--- src/rtl/jtframe_bank_slots_pkg.sv ---
// Shared types and constants for the four-slot SDRAM bank arbiter.
package jtframe_bank_slots_pkg;

    localparam int unsigned SLOTS  = 4;
    localparam int unsigned TOUT_W = 8;

    typedef enum logic [1:0] {StIdle, StReq, StWait} state_e;

endpackage

--- src/rtl/jtframe_slot_cache.sv ---
// One-word read cache for a ROM slot: tag, data and valid with hit compare.
module jtframe_slot_cache #(
    parameter int unsigned AW = 16
) (
    input  logic          clk_i,
    input  logic          rst_i,
    input  logic [AW-1:0] addr_i,
    input  logic          cs_i,
    input  logic          fill_i,
    input  logic [AW-1:0] fill_addr_i,
    input  logic [15:0]   fill_data_i,
    input  logic          flush_i,
    output logic          ok_o,
    output logic [15:0]   dout_o
);

    logic [AW-1:0] tag_q, tag_d;
    logic [15:0]   data_q, data_d;
    logic          valid_q, valid_d;

    // Flush wins over a fill landing in the same cycle.
    always_comb begin
        tag_d   = tag_q;
        data_d  = data_q;
        valid_d = valid_q;
        if (flush_i) begin
            valid_d = 1'b0;
        end else if (fill_i) begin
            tag_d   = fill_addr_i;
            data_d  = fill_data_i;
            valid_d = 1'b1;
        end
    end

    always_ff @(posedge clk_i or posedge rst_i) begin
        if (rst_i) begin
            tag_q   <= '0;
            data_q  <= '0;
            valid_q <= 1'b0;
        end else begin
            tag_q   <= tag_d;
            data_q  <= data_d;
            valid_q <= valid_d;
        end
    end

    assign ok_o   = cs_i & valid_q & (addr_i == tag_q);
    assign dout_o = data_q;

endmodule

--- src/rtl/jtframe_bank_slots.sv ---
// Four cached ROM slots sharing one SDRAM bank read port, round-robin with a
// watchdog that abandons transactions whose data never arrives.
module jtframe_bank_slots
    import jtframe_bank_slots_pkg::*;
#(
    parameter int unsigned       SDRAMW  = 22,
    parameter int unsigned       AW0     = 16,
    parameter int unsigned       AW1     = 16,
    parameter int unsigned       AW2     = 16,
    parameter int unsigned       AW3     = 16,
    parameter logic [SDRAMW-1:0] OFFSET0 = '0,
    parameter logic [SDRAMW-1:0] OFFSET1 = '0,
    parameter logic [SDRAMW-1:0] OFFSET2 = '0,
    parameter logic [SDRAMW-1:0] OFFSET3 = '0,
    parameter int unsigned       TOUT    = 255
) (
    input  logic              clk,
    input  logic              rst,
    input  logic              downloading,
    input  logic [SLOTS-1:0]  slot_cs,
    input  logic [AW0-1:0]    slot0_addr,
    input  logic [AW1-1:0]    slot1_addr,
    input  logic [AW2-1:0]    slot2_addr,
    input  logic [AW3-1:0]    slot3_addr,
    output logic [SLOTS-1:0]  slot_ok,
    output logic [15:0]       slot0_dout,
    output logic [15:0]       slot1_dout,
    output logic [15:0]       slot2_dout,
    output logic [15:0]       slot3_dout,
    output logic [SDRAMW-1:0] sdram_addr,
    output logic              sdram_rd,
    input  logic              sdram_ack,
    input  logic              sdram_dst,
    input  logic              sdram_rdy,
    input  logic [15:0]       sdram_din,
    output logic              timeout_err
);

    state_e            state_q, state_d;
    logic [1:0]        sel_q, sel_d;
    logic [1:0]        ptr_q, ptr_d;
    logic [SDRAMW-1:0] addr_q, addr_d;
    logic [SDRAMW-1:0] sdram_addr_q, sdram_addr_d;
    logic              rd_q, rd_d;
    logic [TOUT_W-1:0] wd_q, wd_d;
    logic              err_q, err_d;

    logic [SDRAMW-1:0] ext  [SLOTS];
    logic [SDRAMW-1:0] offs [SLOTS];
    logic [SLOTS-1:0]  pend;
    logic [SLOTS-1:0]  fill;
    logic              done;
    logic              found;
    logic [1:0]        pick;

    assign ext[0]  = SDRAMW'(slot0_addr);
    assign ext[1]  = SDRAMW'(slot1_addr);
    assign ext[2]  = SDRAMW'(slot2_addr);
    assign ext[3]  = SDRAMW'(slot3_addr);
    assign offs[0] = OFFSET0;
    assign offs[1] = OFFSET1;
    assign offs[2] = OFFSET2;
    assign offs[3] = OFFSET3;

    assign pend = slot_cs & ~slot_ok;

    // First pending slot at or after the pointer, wrapping 3 -> 0.
    always_comb begin
        found = 1'b0;
        pick  = ptr_q;
        for (int unsigned i = 0; i < SLOTS; i++) begin
            if (!found && pend[ptr_q + 2'(i)]) begin
                found = 1'b1;
                pick  = ptr_q + 2'(i);
            end
        end
    end

    always_ff @(posedge clk or posedge rst) begin
        if (rst) begin
            state_q      <= StIdle;
            sel_q        <= '0;
            ptr_q        <= '0;
            addr_q       <= '0;
            sdram_addr_q <= '0;
            rd_q         <= 1'b0;
            wd_q         <= '0;
            err_q        <= 1'b0;
        end else begin
            state_q      <= state_d;
            sel_q        <= sel_d;
            ptr_q        <= ptr_d;
            addr_q       <= addr_d;
            sdram_addr_q <= sdram_addr_d;
            rd_q         <= rd_d;
            wd_q         <= wd_d;
            err_q        <= err_d;
        end
    end

    always_comb begin
        state_d      = state_q;
        sel_d        = sel_q;
        ptr_d        = ptr_q;
        addr_d       = addr_q;
        sdram_addr_d = sdram_addr_q;
        rd_d         = rd_q;
        wd_d         = wd_q;
        err_d        = err_q;
        if (downloading) begin
            state_d = StIdle;
            rd_d    = 1'b0;
        end else begin
            case (state_q)
                StIdle: begin
                    if (found) begin
                        sel_d        = pick;
                        addr_d       = ext[pick];
                        sdram_addr_d = offs[pick] + ext[pick];
                        rd_d         = 1'b1;
                        state_d      = StReq;
                    end
                end
                StReq: begin
                    if (sdram_ack) begin
                        rd_d    = 1'b0;
                        wd_d    = '0;
                        state_d = sdram_rdy ? StIdle : StWait;
                    end
                end
                StWait: begin
                    if (sdram_rdy) begin
                        state_d = StIdle;
                    end else if (wd_q == TOUT_W'(TOUT)) begin
                        err_d   = 1'b1;
                        state_d = StIdle;
                    end else begin
                        wd_d = wd_q + TOUT_W'(1);
                    end
                end
                default: state_d = StIdle;
            endcase
            if (done) begin
                ptr_d = sel_q + 2'd1;
            end
        end
    end

    always_comb begin
        done = !downloading && sdram_rdy &&
               ((state_q == StReq && sdram_ack) || state_q == StWait);
        fill        = '0;
        fill[sel_q] = done;
    end

    assign sdram_addr  = sdram_addr_q;
    assign sdram_rd    = rd_q;
    assign timeout_err = err_q;

    // Data-start strobe and the latched bits above each slot's width are not needed.
    logic unused_sig;
    assign unused_sig = ^{sdram_dst, addr_q};

    jtframe_slot_cache #(.AW(AW0)) u_cache0 (
        .clk_i       (clk),
        .rst_i       (rst),
        .addr_i      (slot0_addr),
        .cs_i        (slot_cs[0]),
        .fill_i      (fill[0]),
        .fill_addr_i (addr_q[AW0-1:0]),
        .fill_data_i (sdram_din),
        .flush_i     (downloading),
        .ok_o        (slot_ok[0]),
        .dout_o      (slot0_dout)
    );

    jtframe_slot_cache #(.AW(AW1)) u_cache1 (
        .clk_i       (clk),
        .rst_i       (rst),
        .addr_i      (slot1_addr),
        .cs_i        (slot_cs[1]),
        .fill_i      (fill[1]),
        .fill_addr_i (addr_q[AW1-1:0]),
        .fill_data_i (sdram_din),
        .flush_i     (downloading),
        .ok_o        (slot_ok[1]),
        .dout_o      (slot1_dout)
    );

    jtframe_slot_cache #(.AW(AW2)) u_cache2 (
        .clk_i       (clk),
        .rst_i       (rst),
        .addr_i      (slot2_addr),
        .cs_i        (slot_cs[2]),
        .fill_i      (fill[2]),
        .fill_addr_i (addr_q[AW2-1:0]),
        .fill_data_i (sdram_din),
        .flush_i     (downloading),
        .ok_o        (slot_ok[2]),
        .dout_o      (slot2_dout)
    );

    jtframe_slot_cache #(.AW(AW3)) u_cache3 (
        .clk_i       (clk),
        .rst_i       (rst),
        .addr_i      (slot3_addr),
        .cs_i        (slot_cs[3]),
        .fill_i      (fill[3]),
        .fill_addr_i (addr_q[AW3-1:0]),
        .fill_data_i (sdram_din),
        .flush_i     (downloading),
        .ok_o        (slot_ok[3]),
        .dout_o      (slot3_dout)
    );

endmodule

--- config.mk ---
export PLATFORM = sky130hd
export DESIGN_NAME = jtframe_bank_slots
export DESIGN_NICKNAME = d
export VERILOG_FILES = /design/src/rtl/jtframe_bank_slots_pkg.sv /design/src/rtl/jtframe_slot_cache.sv /design/src/rtl/jtframe_bank_slots.sv
export SDC_FILE = /design/constraint.sdc
export NUM_CORES = 1
export LEC_CHECK = 0
export BUFFER_PORTS_ARGS = -buffer_cell sky130_fd_sc_hd__buf_2
export CORE_UTILIZATION = 54
export CTS_BUF_LIST = sky130_fd_sc_hd__clkbuf_16
export CTS_CLUSTER_DIAMETER = 30
export DETAILED_ROUTE_END_ITERATION = 12
export GPL_ROUTABILITY_DRIVEN = 0
export PLACE_DENSITY = 0.91
export SLEW_MARGIN = 0
export SYNTH_ARGS = -nofsm -noshare
export SYNTH_HDL_FRONTEND = slang
export SYNTH_SLANG_ARGS = --single-unit
--- constraint.sdc ---
create_clock -name clk -period 5.14 [get_ports clk]
set_input_delay 0.257 -clock clk [delete_from_list [all_inputs] [get_ports clk]]
set_output_delay 0.257 -clock clk [all_outputs]
set_load 0.005 [all_outputs]
# Word-level counts from Yosys, hierarchy flattened

Cells that the tools add are included.

Register bits after elaboration: 186
Logic and storage cells: 135

Eq/ne operators: 13
Magnitude comparators: 7
Multiplexer cells: 46
Add/sub/neg operators: 6
Bitwise logic cells: 14
Reduce and logical (&&, ||, !) cells: 29

Operators by type and width:

| kind                  | number |
|---|---|
| $bmux W22 S2          | 2 |
| $mux W22              | 4 |
| $eq A16 B16 Y1        | 4 |
| $mux W8               | 3 |
| $add A22 B22 Y22      | 1 |
| $mux W1               | 20 |
| $mux W2               | 9 |
| $pmux W8 S2           | 1 |
| $lt A2 B3 Y1 const B  | 5 |
| $reduce_and A2 Y1     | 5 |
| $reduce_bool A2 Y1    | 5 |
| $reduce_and A3 Y1     | 3 |
| $add A8 B1 Y8 const B | 1 |
| $and A1 B1 Y1         | 8 |
| $and A4 B4 Y4         | 2 |
| $bmux W1 S2           | 4 |
| $eq A8 B8 Y1 const B  | 1 |
| $logic_and A1 B1 Y1   | 7 |
| $ne A2 B2 Y1 const B  | 3 |
| $ne A3 B3 Y1 const B  | 2 |
| $pmux W2 S3           | 1 |
| $reduce_and A5 Y1     | 1 |
| $add A2 B1 Y2 const B | 2 |
| $add A2 B2 Y2 const B | 2 |
| other kinds (15)      | 19 |

# Logic depth before layout (Yosys ltp)

Gate-level depths: netlist of run 1.

Depth in word-level cells: 21
Gate-level depth with buffers: 11

# Modules after synthesis

Synthesis of run 1 repeated with hierarchy kept, for this count alone.

Cell total of the unflattened synthesis: 601
Area, all modules: 7,763.7 um2

By module, submodules not included:

| module             | cells each | area an instance (um2) | times used | seq. area each (um2) |
|---|---|---|---|---|
| jtframe_slot_cache | 95         | 1,406.3                | 4          | 825.8 |
| jtframe_bank_slots | 221        | 2,138.3                | 1          | 800.8 |

# Worst setup path before layout of run 1

Ideal clock, no wire load.

Path type: reg-to-reg
Start: register u_cache0.tag_q[13]
End: register sdram_addr_q[0], in the netlist sdram_addr[0]
Cell stages (with the launch flop): 10
Setup slack: 2,569 ps
Arrival time: 2,439 ps
Buffers on the path: 1
Required time: 5,008 ps
Cell sequence: dfrtp_1 xnor2_1 nand4_1 or4_4 o21ai_2 o22ai_1 a211oi_4 buf_6 mux2i_1 o221ai_2

Word-level cells in the longest chain between the ends: 21
Elaborated cells between the ends (all ways): 34
Classes of those cells: add/sub: 1; eq/ne: 1; mux: 21; bitwise: 4; reduce/logical: 7

RTL lines:

| what                                         | RTL line                  | source |
|---|---|---|
| from (decl)                                  | jtframe_slot_cache.sv:17  | `logic [AW-1:0] tag_q, tag_d;` |
| from (signal assigned)                       | jtframe_slot_cache.sv:41  | `tag_q <= tag_d;` |
| $eq A16 B16 Y1 (*)                           | jtframe_slot_cache.sv:47  | `assign ok_o = cs_i & valid_q & (addr_i == tag_q);` |
| $and A1 B1 Y1 (*)                            | jtframe_slot_cache.sv:47  |  |
| $not A4 Y4 (*)                               | jtframe_bank_slots.sv:65  | `assign pend = slot_cs & ~slot_ok;` |
| $and A4 B4 Y4 (*)                            | jtframe_bank_slots.sv:65  |  |
| $bmux W1 S2                                  | jtframe_bank_slots.sv:72  | `if (!found && pend[ptr_q + 2'(i)]) begin` |
| $mux W1 (implied by the code)                | jtframe_bank_slots.sv:72  |  |
| $mux W1                                      | jtframe_bank_slots.sv:72  |  |
| $logic_not A1 Y1                             | jtframe_bank_slots.sv:72  |  |
| [... 4 more ...]                             | -                         |  |
| $mux W1                                      | jtframe_bank_slots.sv:72  |  |
| $logic_not A1 Y1                             | jtframe_bank_slots.sv:72  |  |
| $logic_and A1 B1 Y1                          | jtframe_bank_slots.sv:72  |  |
| $mux W2                                      | jtframe_bank_slots.sv:72  |  |
| $not A2 Y3 (implied by the code)             | jtframe_bank_slots.sv:119 | `sdram_addr_d = offs[pick] + ext[pick];` |
| $bmux W22 S2                                 | jtframe_bank_slots.sv:119 |  |
| $mux W22 (implied by the code) (2 in series) | jtframe_bank_slots.sv:119 |  |
| $add A22 B22 Y22                             | jtframe_bank_slots.sv:119 |  |
| to (signal assigned)                         | jtframe_bank_slots.sv:94  | `sdram_addr_q <= sdram_addr_d;` |
| to (decl)                                    | jtframe_bank_slots.sv:43  | `logic [SDRAMW-1:0] sdram_addr_q, sdram_addr_d;` |

Mark *: on every way between the ends. The rest lies on a longest branch, timed or not. The select of a mux whose other input is x is not followed.
A chain may end at the register's enable or synchronous reset.

# Final worst setup path of run 1

Start: register u_cache2.tag_q[13]
End: register sdram_addr_q[1], in the netlist sdram_addr[1]

Word-level cells in the longest chain between the ends: 21
Elaborated cells between the ends (all ways): 34
Classes of those cells: add/sub: 1; eq/ne: 1; mux: 21; bitwise: 4; reduce/logical: 7

RTL lines:

| what                                         | RTL line |
|---|---|
| from (decl)                                  | jtframe_slot_cache.sv:17 |
| from (signal assigned)                       | jtframe_slot_cache.sv:41 |
| $eq A16 B16 Y1 (*)                           | jtframe_slot_cache.sv:47 |
| $and A1 B1 Y1 (*)                            | jtframe_slot_cache.sv:47 |
| $not A4 Y4 (*)                               | jtframe_bank_slots.sv:65 |
| $and A4 B4 Y4 (*)                            | jtframe_bank_slots.sv:65 |
| $bmux W1 S2                                  | jtframe_bank_slots.sv:72 |
| $mux W1 (implied by the code)                | jtframe_bank_slots.sv:72 |
| $mux W1                                      | jtframe_bank_slots.sv:72 |
| $logic_not A1 Y1                             | jtframe_bank_slots.sv:72 |
| [... 4 more ...]                             | - |
| $mux W1                                      | jtframe_bank_slots.sv:72 |
| $logic_not A1 Y1                             | jtframe_bank_slots.sv:72 |
| $logic_and A1 B1 Y1                          | jtframe_bank_slots.sv:72 |
| $mux W2                                      | jtframe_bank_slots.sv:72 |
| $not A2 Y3 (implied by the code)             | jtframe_bank_slots.sv:119 |
| $bmux W22 S2                                 | jtframe_bank_slots.sv:119 |
| $mux W22 (implied by the code) (2 in series) | jtframe_bank_slots.sv:119 |
| $add A22 B22 Y22                             | jtframe_bank_slots.sv:119 |

Marks and branches as above.

==> metrics.cfg, run 1 <==
[pwr]
leakage_nw=4.70
p_per_area_mw_per_mm2=531
vdd_drop_max_mv=0.363

[route]
drc=0
routed_wirelength_um=18100
ant_nets=0
dr.pass1.iters=4
viasPerCell=5.59
dr.first_iter.drc_count=363
vias=5277
routedWlPerCell_um=19.2

[clocking]
cts_sinks=164
clock_path_buffers=2
cts_buffers=17
cts.hold.buffers_added=0
tritoncts=yes
htreeDepth=4
clkTransAtPathRegs_ps=60
clk_latency_ps=430
cts-resized-gates=0
cts-root-buf=clkbuf_16
post-cts-setup-buffer-count=0

[global_routing]
grt.overflow.total=0
grt_pass1_vias=5393
grt_max_degree=119
grt_pass1_wl_um=28800
grt_antenna_before_repair=1
grtUsageTotal=0.264

[floorplanning]
die_y_um=121
rows=43
die-area_mm2=0.0147
core_mm2=0.0139
die-width_um=121
start_util=0.553
io_pins=182

[setup_path]
crit_type=register to register
cp.buffers_inverters=1
cp_cell_sequence=xor2_1, nor4_1, nand3_1, o21ai_0, and4bb_2, or4_1, or2_1, buf_4, o221ai_2
arrival_ps=3940
startpoint_type=register
crit_path_max_fanout=14
slowest_delay_ps=720
end_kind=register
cp_top_family=simple AND/OR/NAND/NOR gates
required_ps=5400
crit_slowest_cell=or2_1

[synthesis]
synth_area_mm2=0.00767
yosysWarningCount=0
yosysSeqAreaShare=0.535
synth_seq_cells=164
postSynthAreaPerCell_um2=13.3
synthArstFlopShare=1.00
ys.flop_type=dfrtp_1
synth-edff-count=0
synthCells=578
yosys.cell_types.count=53

[timing]
setup_ws_ps=1460
setup_viol_count_final=0
post-route-min-period_ps=3680
finalSetupTns_ps=0
finalCritPeriodShare=0.717
fmax_mhz=272
max_slew_margin=0.300
maxSlewViolCount=0
clock_skew_ps=7.25
rsz0062_at_grt=false
hold_violations=0
worstMarginPinSlew_ps=1050

[hold_path]
hp-class=input port to register

[cells_and_area]
fillCellCount=1023
syn_to_final_growth_pct=19.9
drive_gt1_frac=0.474
multi_input_area_mm2=0.00333
nets=846
seq_area_mm2=0.00410
fin_util=0.663
num_antenna_cells=0

[place]
numPortBuffers=174
dp_hpwl_um=12600
post-place-ws_ps=1550

[job]
maxCapViolCount=0

[status]
outcome=complete, no violations

-- flip-flops by register name, indices dropped and copies added, names as in the netlist, 2 cells and up --
| register | cells |
|---|---|
| u_cache3.tag_q | 16 |
| u_cache0.dout_o | 16 |
| u_cache1.dout_o | 16 |
| u_cache1.tag_q | 16 |
| state_q | 2 |
| u_cache2.tag_q | 16 |
| u_cache2.dout_o | 16 |
| ptr_q | 2 |
| sdram_addr | 16 |
| u_cache3.dout_o | 16 |
| sel_q | 2 |
| u_cache0.tag_q | 16 |
| wd_q | 8 |
-- cell type report --
cell class,count,area share
clock inverters,15,0.0145
flip-flops and latches,164,0.446
inverters,13,0.00585
multi-input cells,373,0.362
repair buffers,182,0.101
well taps,180,0.0245
clock buffers,17,0.0462
-- cells in the final DEF (no fill, tap or decap), types with 6 or more instances in the layout --
cell,n
inv_1,12
buf_4,8
mux2i_1,32
xor2_1,35
nor2_1,11
xnor2_1,34
nor3_1,6
o221ai_1,7
nor4_1,8
dfrtp_1,164
mux2_2,131
o21ai_0,11
nand3_1,9
conb_1,6
clkbuf_16,17
nand2_1,27
o221ai_2,9
buf_2,174
nand4_1,8
inv_6,10
-- per-stage QoR --
stage / instance area [µm²] / std cells / power, mW / hold WS [ps]
after floorplan: 7690 / 583 / 3.08 / 364
after global placement: 8640 / 912 / 3.59 / 446
after detailed placement: 8640 / 912 / 3.68 / 453
after CTS: 9200 / 944 / 4.91 / 54.6
after global routing: 9200 / 944 / 5.16 / 64.9
final: 9200 / 944 / 4.88 / 61.5
-- cells in the mapped netlist (2+ instances only) --
cell | n | area share
ha_1 | 5 | 0.0082
o221ai_2 | 9 | 0.018
o221ai_1 | 7 | 0.0080
nor2_1 | 11 | 0.0054
buf_4 | 11 | 0.011
or3_1 | 2 | 0.0016
a21oi_1 | 3 | 0.0020
inv_1 | 13 | 0.0064
nor3_1 | 6 | 0.0039
o21ai_0 | 11 | 0.0072
clkbuf_1 | 3 | 0.0015
and3_1 | 2 | 0.0016
nand2_1 | 27 | 0.013
nand4_1 | 8 | 0.0065
nand3_1 | 9 | 0.0059
xnor2_1 | 34 | 0.039
dfrtp_1 | 164 | 0.53
nor4_1 | 8 | 0.0065
buf_1 | 12 | 0.0059
nand2b_1 | 2 | 0.0016
mux2i_1 | 32 | 0.042
mux2_2 | 131 | 0.19
buf_6 | 4 | 0.0059
xor2_1 | 35 | 0.040
-- cell families after synthesis --
| group | share of synthesized area |
|---|---|
| compound gates | 0.0519 |
| xor+xnor | 0.0788 |
| fa+ha+maj | 0.00815 |
| buf+inv | 0.0336 |
| flops | 0.535 |
| mux | 0.234 |
| other cells | 0.000489 |
| simple gates | 0.0582 |
-- path summary, 6_finish.rpt --
| check | start | to | slack, ps | cells after the start |
|---|---|---|---|---|
| setup reg to reg | u_cache2.tag_q[13] | sdram_addr[1] | 1460 | 9 |
| hold / removal | sdram_ack | state_q[0] | 60 | 2 |
| hold reg to reg | timeout_err | timeout_err | 460 | 1 |
| min in group asynchronous | rst | u_cache0.tag_q[10] | 70 | 2 |
| setup / recovery | u_cache2.tag_q[13] | sdram_addr[1] | 1460 | 9 |
| max in group asynchronous | rst | u_cache0.tag_q[5] | 3850 | 3 |
-- where the power goes --
part	leakage [nW]	internal (mW)	switching, mW
Combinational	2.28	0.825	0.662
Clock	0.271	0.640	0.565
Sequential	2.15	1.81	0.382
-- metal layers --
metal,track usage,wire length (µm),part of all wire
met1,0.342,7880,0.43
met2,0.408,8450,0.47
met3,0.0930,1440,0.079
met4,0.0965,345,0.019
met5,0,18,0.00099
Power figures use the tool's default switching activity.
==> run 2: changes to the inputs <==
Clock period 5.14 ns to 3.6 ns, I/O delays scaled along.
==> run 2 against run 1 <==
Design area increased by 1.1%. First-iteration DRC count decreased by 21%. Worst setup slack got worse by 1100 ps. Global-route usage increased by 0.36 points. Register-to-register slack got worse by 1100 ps. Power increased by 45%. Clock skew increased by 0.92 ps. Routed wire length increased by 3.4%. Clock-buffer cell count unchanged. Die area unchanged. Largest power group unchanged.
==> metrics.cfg, run 2 (same netlist as run 1, synthesis figures left out) <==
[route]
routed-wl-met3_um=1370  ; -5.1%
drc=0  ; unchanged
wl_met1_um=7880  ; about the same
dr.first_iter.drc_count=286  ; -21%
routed_wirelength_um=18700  ; +3.4%
vias=5329  ; +0.99%
wl_met2_um=9110  ; +7.8%
top_layer=met4
ant_nets=0  ; unchanged
dr.pass1.iters=5  ; +1
routedWlPerCell_um=19.7  ; +2.7%
viasPerCell=5.61  ; +0.35%

[global_routing]
grt.overflow.total=0  ; unchanged
grtUsageTotal=0.267  ; +0.00357
grt_max_degree=89  ; -25%
grt_antenna_before_repair=1  ; unchanged
grt_pass1_wl_um=28900  ; +0.36%
grt_pass1_vias=5406  ; +0.24%

[hold_path]
hold_path_startpoint=sdram_rdy
hp-class=input port to register
holdPathStages=2  ; unchanged
holdPathEnd=state_q[1]

[timing]
post-route-min-period_ps=3220  ; -461 ps
maxSlewViolCount=0  ; unchanged
hold_violations=0  ; unchanged
max_slew_margin=0.468  ; +0.169
setup_ws_ps=378  ; -1080 ps
setup_viol_count_final=0  ; unchanged
worstMarginPinSlew_ps=795  ; -255 ps
fmax_mhz=310  ; +14%
finalCritPeriodShare=0.895  ; +0.178
clock_skew_ps=8.17  ; +0.918 ps
finalSetupTns_ps=0  ; unchanged
rsz0062_at_grt=false

[clocking]
tritoncts=yes
cts_buffers=17  ; unchanged
cts_sinks=164  ; unchanged
clk_latency_ps=430  ; about the same
cts-root-buf=clkbuf_16
clock_path_buffers=2  ; unchanged
clkTransAtPathRegs_ps=60  ; about the same
htreeDepth=4  ; unchanged

[cells_and_area]
syn_to_final_growth_pct=21.3
fin_util=0.670  ; +0.00739
final_cell_mix=buf_2, dfrtp_1, mux2_2
nets=851  ; +0.59%
layout_commonest_cell=buf_2
drive_gt1_frac=0.473  ; -0.000480

[pwr]
leakage_nw=4.74  ; +0.73%
vdd_drop_max_mv=0.508  ; +40%
p_per_area_mw_per_mm2=762  ; +44%

[job]
maxCapViolCount=0  ; unchanged

[place]
post-place-ws_ps=450  ; -1100 ps
numPortBuffers=174  ; unchanged
dp_hpwl_um=12900  ; +2.5%

[setup_path]
required_ps=3890  ; -1510 ps
startpoint_type=register
slowest_delay_ps=490  ; -230 ps
arrival_ps=3520  ; -420 ps
end_kind=register
crit_slowest_cell=o21ai_0
r2r_start=u_cache2.tag_q[1]
crit_path_max_fanout=8  ; -6
crit_type=register to register
reg2regPathDepth=9  ; unchanged
cp_cell_sequence=xor2_1, nor4_1, nand3_1, o21ai_0, and4bb_2, or4_1, or2_1, buf_4, o221ai_1
reg2reg_slack_ps=380  ; -1080 ps
reg2reg_to=sdram_addr[11]

[status]
outcome=complete, no violations

[floorplanning]
die-area_mm2=0.0147  ; unchanged
io_pins=182  ; unchanged
die-width_um=121  ; unchanged
rows=43  ; unchanged
start_util=0.553  ; unchanged
die_y_um=121  ; unchanged
core_mm2=0.0139  ; unchanged

## run 2: changes by cell type in the layout (fill, tap and decap cells not counted), moves of 2 or more
cell	delta
buf_12	+3
bufinv_16	+2
clkinvlp_4	+4
inv_6	-6
inv_8	-2
## run 2: layer usage
layer | vias to the layer above | global-route usage
met5 | - | 0
met4 | 0 | 0.117
met3 | 34 | 0.0728
met2 | 219 | 0.419
met1 | 2672 | 0.349
li1 | 2404 | -
## run 2: worst max path at each step
| stage | from | slack, ps | cells after the start | endpoint |
|---|---|---|---|---|
| 3_3_place_gp | u_cache0.tag_q[13] | 520 | 9 | sdram_addr[8] |
| 4_1_cts | u_cache2.tag_q[1] | 420 | 9 | sdram_addr[11] |
| 6_report | u_cache2.tag_q[1] | 380 | 9 | sdram_addr[11] |
| 5_1_grt | u_cache3.tag_q[12] | 210 | 9 | sdram_addr[12] |
| 2_1_floorplan | u_cache0.tag_q[13] | 1030 | 9 | sdram_addr[0] |
| 3_5_place_dp | u_cache3.tag_q[12] | 450 | 9 | sdram_addr[11] |
## run 2: power breakdown
group / total [mW] / leakage [nW] / internal, mW / switching, mW
registers: 3.14 / 2.15 / 2.59 / 0.549
clock network: 1.79 / 0.272 / 1.03 / 0.766
logic: 2.16 / 2.32 / 1.20 / 0.967
total: 7.09 / 4.74 / 4.81 / 2.28
## run 2: what timing repair did
action / CTS / global route
resized for setup: 0 / 0
hold buffers: 1 / 0
hold endpoints to repair: 30 / 0
setup buffers: 0 / 0
## run 2: cell type report
class                           count  area, µm²
Inverter                           13       52.6
Sequential cell                   164       4100
Fill cell                        1001       4580
Clock inverter                     15        158
Tap cell                          180        225
Clock buffer                       17        425
Multi-Input combinational cell    373       3330
Timing Repair Buffer              187       1010
Antenna cell                        1       2.50
## run 2: metrics by stage
step                cell area (µm²)  hold WS (ps)  cells  total power, mW
finish                         9310          3.06    950             7.09
global placement               8710           337    916             5.15
detailed placement             8710           336    916             5.28
global route                   9310          22.6    950             7.44
CTS                            9300          1.57    949             7.09
floorplan                      7690           287    583             4.40
## run 2: critical path: cells and delay by family, from the launching register on
family	cells	cell delay [ps]
compound gates	2	640
flops	1	390
xor+xnor	1	180
simple gates	5	1610
buf+inv	1	280
